## src/rtl/body_line_rasterizer.sv

```systemverilog
// Body-model line rasterizer: walks the endpoint LUT line by line and traces
// each segment with integer Bresenham, emitting one pixel write per step over
// a valid/ready handshake. Off-screen points are traced but not emitted.
module body_line_rasterizer #(
    parameter int unsigned NUM_LINES = 48,
    parameter int unsigned H_ACT     = 640,
    parameter int unsigned V_ACT     = 480
) (
    input  logic       iCLK,
    input  logic       iRST_N,
    input  logic       iStart,
    output logic [5:0] oLineCount,
    input  logic [9:0] iX1,
    input  logic [9:0] iX2,
    input  logic [8:0] iY1,
    input  logic [8:0] iY2,
    output logic [9:0] oPixX,
    output logic [8:0] oPixY,
    output logic       oPixValid,
    input  logic       iPixReady,
    output logic       oBusy,
    output logic       oDone
);

    localparam logic signed [11:0] H_LIM     = 12'(H_ACT);
    localparam logic signed [11:0] V_LIM     = 12'(V_ACT);
    localparam logic [5:0]         LAST_LINE = 6'(NUM_LINES - 1);

    typedef enum logic [2:0] {
        S_IDLE,
        S_ADDR,
        S_SETUP,
        S_DRAW,
        S_FIN
    } state_t;

    state_t state, state_next;

    logic [5:0]         line_count;
    logic signed [11:0] x1_r, y1_r, x2_r, y2_r;
    logic signed [11:0] cur_x, cur_y;
    logic signed [11:0] dx, dy, sx, sy, err;

    logic               on_screen;
    logic               step;
    logic               at_end;
    logic               last_line;
    logic signed [11:0] abs_x, abs_y;
    logic signed [12:0] e2;
    logic signed [11:0] err_nx, x_nx, y_nx;

    // Per-cycle Bresenham arithmetic and step qualification
    always_comb begin
        on_screen = (cur_x < H_LIM) && (cur_y < V_LIM);
        // Off-screen points advance without waiting on the writer
        step      = (state == S_DRAW) && (!on_screen || iPixReady);
        at_end    = (cur_x == x2_r) && (cur_y == y2_r);
        last_line = (line_count == LAST_LINE);
        abs_x     = (x2_r >= x1_r) ? (x2_r - x1_r) : (x1_r - x2_r);
        abs_y     = (y2_r >= y1_r) ? (y2_r - y1_r) : (y1_r - y2_r);
        e2        = {err, 1'b0};
        err_nx    = err;
        x_nx      = cur_x;
        y_nx      = cur_y;
        if (e2 >= $signed({dy[11], dy})) begin
            err_nx = err_nx + dy;
            x_nx   = cur_x + sx;
        end
        if (e2 <= $signed({dx[11], dx})) begin
            err_nx = err_nx + dx;
            y_nx   = cur_y + sy;
        end
    end

    // State register
    always_ff @(posedge iCLK or negedge iRST_N) begin
        if (!iRST_N) begin
            state <= S_IDLE;
        end else begin
            state <= state_next;
        end
    end

    // Next-state logic
    always_comb begin
        state_next = state;
        case (state)
            S_IDLE:  if (iStart) state_next = S_ADDR;
            S_ADDR:  state_next = S_SETUP;
            S_SETUP: state_next = S_DRAW;
            S_DRAW: begin
                if (step && at_end) begin
                    state_next = last_line ? S_FIN : S_ADDR;
                end
            end
            S_FIN:   state_next = S_IDLE;
            default: state_next = S_IDLE;
        endcase
    end

    // Output decode
    always_comb begin
        oLineCount = line_count;
        oPixX      = cur_x[9:0];
        oPixY      = cur_y[8:0];
        oPixValid  = (state == S_DRAW) && on_screen;
        oBusy      = (state != S_IDLE);
        oDone      = (state == S_FIN);
    end

    // Line index, endpoint capture, setup and stepping datapath
    always_ff @(posedge iCLK or negedge iRST_N) begin
        if (!iRST_N) begin
            line_count <= '0;
            x1_r       <= '0;
            y1_r       <= '0;
            x2_r       <= '0;
            y2_r       <= '0;
            cur_x      <= '0;
            cur_y      <= '0;
            dx         <= '0;
            dy         <= '0;
            sx         <= '0;
            sy         <= '0;
            err        <= '0;
        end else begin
            case (state)
                S_IDLE: begin
                    if (iStart) line_count <= '0;
                end
                S_ADDR: begin
                    x1_r <= {2'b00, iX1};
                    y1_r <= {3'b000, iY1};
                    x2_r <= {2'b00, iX2};
                    y2_r <= {3'b000, iY2};
                end
                S_SETUP: begin
                    dx    <= abs_x;
                    dy    <= -abs_y;
                    sx    <= (x1_r < x2_r) ? 12'sd1 : -12'sd1;
                    sy    <= (y1_r < y2_r) ? 12'sd1 : -12'sd1;
                    err   <= abs_x - abs_y;
                    cur_x <= x1_r;
                    cur_y <= y1_r;
                end
                S_DRAW: begin
                    if (step) begin
                        if (at_end) begin
                            if (!last_line) line_count <= line_count + 6'd1;
                        end else begin
                            err   <= err_nx;
                            cur_x <= x_nx;
                            cur_y <= y_nx;
                        end
                    end
                end
                default: ;
            endcase
        end
    end

endmodule

```

## config.mk

```make
export PLATFORM = sky130hd
export DESIGN_NAME = body_line_rasterizer
export DESIGN_NICKNAME = d
export VERILOG_FILES = /design/src/rtl/body_line_rasterizer.sv
export SDC_FILE = /design/constraint.sdc
export NUM_CORES = 1
export LEC_CHECK = 0
export CAP_MARGIN = 30
export CELL_PAD_IN_SITES_DETAIL_PLACEMENT = 1
export CELL_PAD_IN_SITES_GLOBAL_PLACEMENT = 2
export CORE_MARGIN = 4
export CORE_UTILIZATION = 25
export CTS_BUF_LIST = sky130_fd_sc_hd__clkbuf_2 sky130_fd_sc_hd__clkbuf_4 sky130_fd_sc_hd__clkbuf_8
export CTS_CLUSTER_SIZE = 30
export DETAILED_ROUTE_END_ITERATION = 6
export PLACE_DENSITY_LB_ADDON = 0.08
export SLEW_MARGIN = 20
export SYNTH_ARGS = -nofsm -noshare
export SYNTH_HDL_FRONTEND = slang
export SYNTH_SLANG_ARGS = --single-unit
```

## constraint.sdc

```tcl
create_clock -name iCLK -period 5.8 [get_ports iCLK]
set_clock_uncertainty 0.15 [all_clocks]
set_input_delay 0.58 -clock iCLK [delete_from_list [all_inputs] [get_ports iCLK]]
set_output_delay 0.58 -clock iCLK [all_outputs]
set_load 0.01 [all_outputs]
```

# [Word-level counts from Yosys, hierarchy flattened]
# Cells that the tools add are included.
[totals] input_bits=42 memories=0 latchBits=0 romBits=0 reg_bits=131 out_inout_bits=28 ram_bits=0
[classes] n_reduce_logical=16 n_eq_ne=15 n_mul=0 addsub=11 div=0 order_cmp=8 muxes=26 n_bitwise=0 shifts=0
[op_table] op="12-bit 2-to-1 mux" count=14
[op_table] op="12-bit one-hot mux with 2 select lines" count=3
[op_table] op="12-bit adder" count=4
[op_table] op="6-bit 2-to-1 mux" count=4
[op_table] op="10-bit by 10-bit subtractor with 11-bit output" count=2
[op_table] op="9-bit by 9-bit subtractor with 10-bit output" count=2
[op_table] op="2-bit inequality test, second input constant" count=8
[op_table] op="13-bit by 12-bit greater-or-equal comparator with 1-bit output" count=1
[op_table] op="13-bit by 12-bit <= comparator with 1-bit output" count=1
[op_table] op="12-bit by 10-bit equality test with 1-bit output" count=1
[op_table] op="12-bit by 11-bit equality test with 1-bit output" count=1
[op_table] op="12-bit by 10-bit < comparator with 1-bit output, second input constant" count=1
[op_table] op="12-bit by 11-bit < comparator with 1-bit output, second input constant" count=1
[op_table] op="12-bit negation" count=1
[op_table] op="3-bit one-hot mux with 4 select lines" count=1
[op_table] op="6-bit one-hot mux with 2 select lines" count=1
[op_table] op="12-bit subtractor" count=1
[op_table] op="10-bit greater-or-equal comparator" count=1
[op_table] op="10-bit < comparator" count=1
[op_table] op="9-bit greater-or-equal comparator" count=1
[op_table] op="9-bit < comparator" count=1
[op_table] op="3-bit 2-to-1 mux" count=3
[op_table] op="4-bit AND reduction" count=2
[op_table] op="6-bit by 1-bit adder with 6-bit output, second input constant" count=1
[op_table] op="other kinds (13)" count=19

# [Logic depth before layout (Yosys ltp)]
[depth] ltp_word=8 depth_mapped=20 mapped_depth_nobuf=19

# [Worst setup path after synthesis]
# No wires, ideal clock.
[synth_timing] kind="register to register" from="register dy[1]" to="register err[10]" path_slack_ps=1433 path_stages_with_launch=20 required_time_ps=5559 arrival_time_ps=4125 setup_ps=91 path_buffers=0 cell_sequence="dfrtp_1 -> inv_1 -> ha_1 -> nor2b_1 -> o21ai_0 -> nand2b_1 -> a2111oi_0 -> o32ai_2 -> mux2_2 -> ha_1 -> fa_1 -> a21o_1 -> a21oi_1 -> o21bai_1 -> a2111oi_0 -> nor3_1 -> a31oi_1 -> xnor2_1 -> mux2i_1 -> o221ai_1"
[synth_via] elab_chain_cells=7
[synth_lines] element="from (decl)" line_no="42" source="logic signed [11:0] dx, dy, sx, sy, err;"
[synth_lines] element="from (signal assigned)" line_no="139" source="dy <= -abs_y;"
[synth_lines] element="12-bit adder / 13-bit by 12-bit greater-or-equal comparator with 1-bit output (equally long branches)" line_no="66, 65"
[synth_lines] element="12-bit 2-to-1 mux *" line_no="65" source="if (e2 >= $signed({dy[11], dy})) begin"
[synth_lines] element="12-bit adder" line_no="70" source="err_nx = err_nx + dx;"
[synth_lines] element="12-bit 2-to-1 mux *" line_no="69" source="if (e2 <= $signed({dx[11], dx})) begin"
[synth_lines] element="12-bit 2-to-1 mux *" line_no="148" source="if (at_end) begin"
[synth_lines] element="12-bit 2-to-1 mux *" line_no="147" source="if (step) begin"
[synth_lines] element="12-bit one-hot mux with 2 select lines *" line_no="127" source="case (state)"
[synth_lines] element="to (signal assigned)" line_no="142" source="err <= abs_x - abs_y;"
[synth_lines] element="to (signal assigned)" line_no="151" source="err <= err_nx;"
[synth_lines] element="to (decl)" line_no="42"
# Mark *: on every way between the ends. The rest lies on a longest branch, timed or not. The select of a mux whose other input is x is not followed.
# A chain may end at the register's enable or synchronous reset.

# [Worst setup path in the final report]
# Ends and elaborated chain as after synthesis.

==> results.toml <==
[finish]
final_common_cell = "nand2_1"
antenna-diode-count = 0
fillers = 4752
final_nets = 1443
seq_area_um2 = 2730
drive_gt1_frac = 0.0650
multiInputGateArea_um2 = 6770
area_growth_pct = 13.7
stdcell_count = 1802
layout_common_cells = "nand2_1 (124), ha_1 (120), inv_1 (117), o21ai_0 (117), dfrtp_1 (109)"

[worst_setup_path]
crit_type = "register to register"
max_stage_delay_ns = 0.49
crit_required_ns = 5.95
arrival_ns = 4.99
slowest_stage = "a2111oi_0"
cp_top_family = "compound AO/OA/AOI/OAI gates"
reg2reg_slack_ns = 0.95
end_kind = "register"
timing.rr.end = "err[10]"
crit_start = "dy[1]"
worstPathMaxFanout = 19
crit_buf_inv = 2
cp_cell_sequence = "inv_1 -> ha_1 -> nor2b_1 -> o21ai_0 -> nand2b_1 -> a2111oi_0 -> o32ai_2 -> buf_4 -> mux2_2 -> ha_1 -> fa_1 -> a21o_1 -> a21oi_1 -> o21bai_1 -> a2111oi_0 -> nor3_1 -> a31oi_1 -> xnor2_1 -> mux2i_1 -> o221ai_1"
r2r_start = "dy[1]"
cp-endpoint = "err[10]"
cp.depth = 20
cp-start-kind = "register"
reg2reg_depth = 20

[synthesis]
yosys.area_share.simple = 0.178
synth_top_area_frac = 0.267
synth_warnings = 0
yosys.cell_types.count = 87
synthArstFlopShare = 1.00
synthMuxAreaShare = 0.0260
synth_xor_xnor_area_share = 0.0589
seq_area_frac_synth = 0.267
netlist_area_um2 = 10200
synth_compound_area_frac = 0.232
synthesis.nets = 1409
synth_edf_count = 0
synthAdderAreaFrac = 0.165
synth_top_family_by_area = "compound AO/OA/AOI/OAI gates"
ys.flop_type = "dfrtp_1"
ys_seq_elements = 109
syn_area_per_cell_um2 = 8.26
synthCells = 1238
synth.area.top_cells = "dfrtp_1 (27%), ha_1 (15%), o21ai_0 (5.8%)"
synth_largest_area_cell = "dfrtp_1"

[clocking]
cts_resized = 0
root_buffer = "clkbuf_8"
clk_pin_slew_worst_paths_ns = 0.11
clk_latency_ns = 0.43
post_cts_buffers = 0
clock_sinks = 109
htreeDepth = 3
ctsHoldBuffers = 0
cts_max_path_buffers = 2
cts_tree = "done"
cts_buffers = 9

[route]
drtIter0Drc = 372
viasPerCell = 4.88
vias = 8791
routed_wl_um = 35100
wl_per_cell_um = 19.5
postRouteAntennaNets = 0
dr.pass1.iters = 4
drcViolationCount = 0

[grt]
grt_first_pass_wirelength_um = 56100
grt.overflow.total = 0
grt_max_degree = 78
antenna_found_initial = 0
grt_pass1_vias = 9393
track_usage = 0.161

[timing]
slew_violations = 0
setup_ws_ns = 0.954
setup_tns_ns = 0
whs_ns = 0.0218
post-route-period-util = 0.836
fmax_ghz = 0.206
setup_viol = 0
post-route-min-period_ns = 4.85
tightest_slew_ns = 0.781
relSlewSlack = 0.480
rsz0062_at_grt = "false"
hold_viol_final = 0

[flow_run]
cap_violations = 0

[die]
start_util = 0.255
dieArea_um2 = 44200
die_w_um = 210
die_h_um = 210
num_io_pins = 70
rows = 73
core_um2 = 40100

[placed_design]
io_buffers = 69
gp_congestion = 0.788
dp.cells = 1785
dpl.hpwl_um = 28100
dp_slack_ns = 0.947

[min_path]
hp-class = "primary input to async pin"

[run_status]
status = "completed"
==> sequential cells by signal, indices dropped and copies added (netlist names) <==
name        flops
sx              2
y2_r            9
y1_r            9
cur_x          12
dx             11
cur_y          12
x2_r           10
err            12
oLineCount      6
state           3
dy             12
x1_r           10
sy              1
==> cells by family after synthesis <==
| logic type | Yosys count |
|---|---|
| compound gates | 366 |
| xor+xnor | 67 |
| buf+inv | 176 |
| mux | 25 |
| fa+ha+maj | 129 |
| flops | 109 |
| simple gates | 366 |
==> routing by layer <==
layer,part of all wire,global-route usage,up-vias
met3,0.012,0.0153,19
li1,-,-,4424
met2,0.46,0.260,57
met4,0.015,0.0380,0
met1,0.51,0.233,4291
met5,0,0,-
==> synthesized netlist by cell type (6+ instances only) <==
master and count:
a2111oi_0 6, a211o_1 7, a211oi_1 7, a21boi_0 8, a21o_1 18, a21oi_1 80, a31oi_1 14, and2_1 8
and3_1 8, buf_4 19, clkbuf_1 32, dfrtp_1 109, fa_1 9, ha_1 120, inv_1 117, mux2_2 11
mux2i_1 13, nand2_1 124, nand2b_1 7, nand3_1 23, nand4_1 10, nor2_1 74, nor2b_1 24, nor3_1 30
nor3b_1 6, nor4_1 8, o2111ai_1 7, o211ai_1 15, o21a_1 19, o21ai_0 118, o21ai_1 6, o31ai_1 9
or2_2 7, or3_1 7, xnor2_1 28, xor2_1 37
==> through the flow <==
step | utilization | area (um^2)
detailed placement | 0.283 | 11400
global placement | 0.283 | 11400
CTS | 0.289 | 11600
global route | 0.290 | 11600
finish | 0.290 | 11600
floorplan | - | 10200
==> area by class of cell <==
type / count / area share
inverters: 117 / 0.0378
flip-flops and latches: 109 / 0.235
repair buffers: 82 / 0.0693
clock buffers: 11 / 0.0125
well taps: 525 / 0.0565
clock inverters: 5 / 0.00721
multi-input cells: 953 / 0.582
==> how the worst min path moves through the flow <==
stage	startpoint	end	slack, ns	cells past startpoint
finish	iRST_N	oLineCount[3]	0.02	1
global route	iRST_N	oLineCount[5]	0.04	1
detailed placement	oLineCount[3]	oLineCount[3]	0.38	1
floorplan	iRST_N	cur_x[0]	0.13	0
CTS	iRST_N	oLineCount[3]	0.02	1
global placement	dy[7]	dy[7]	0.38	2
Power is left out: the tool's default activity adds up to more than one toggle a clock period on the data nets, which glitch-free logic cannot reach.
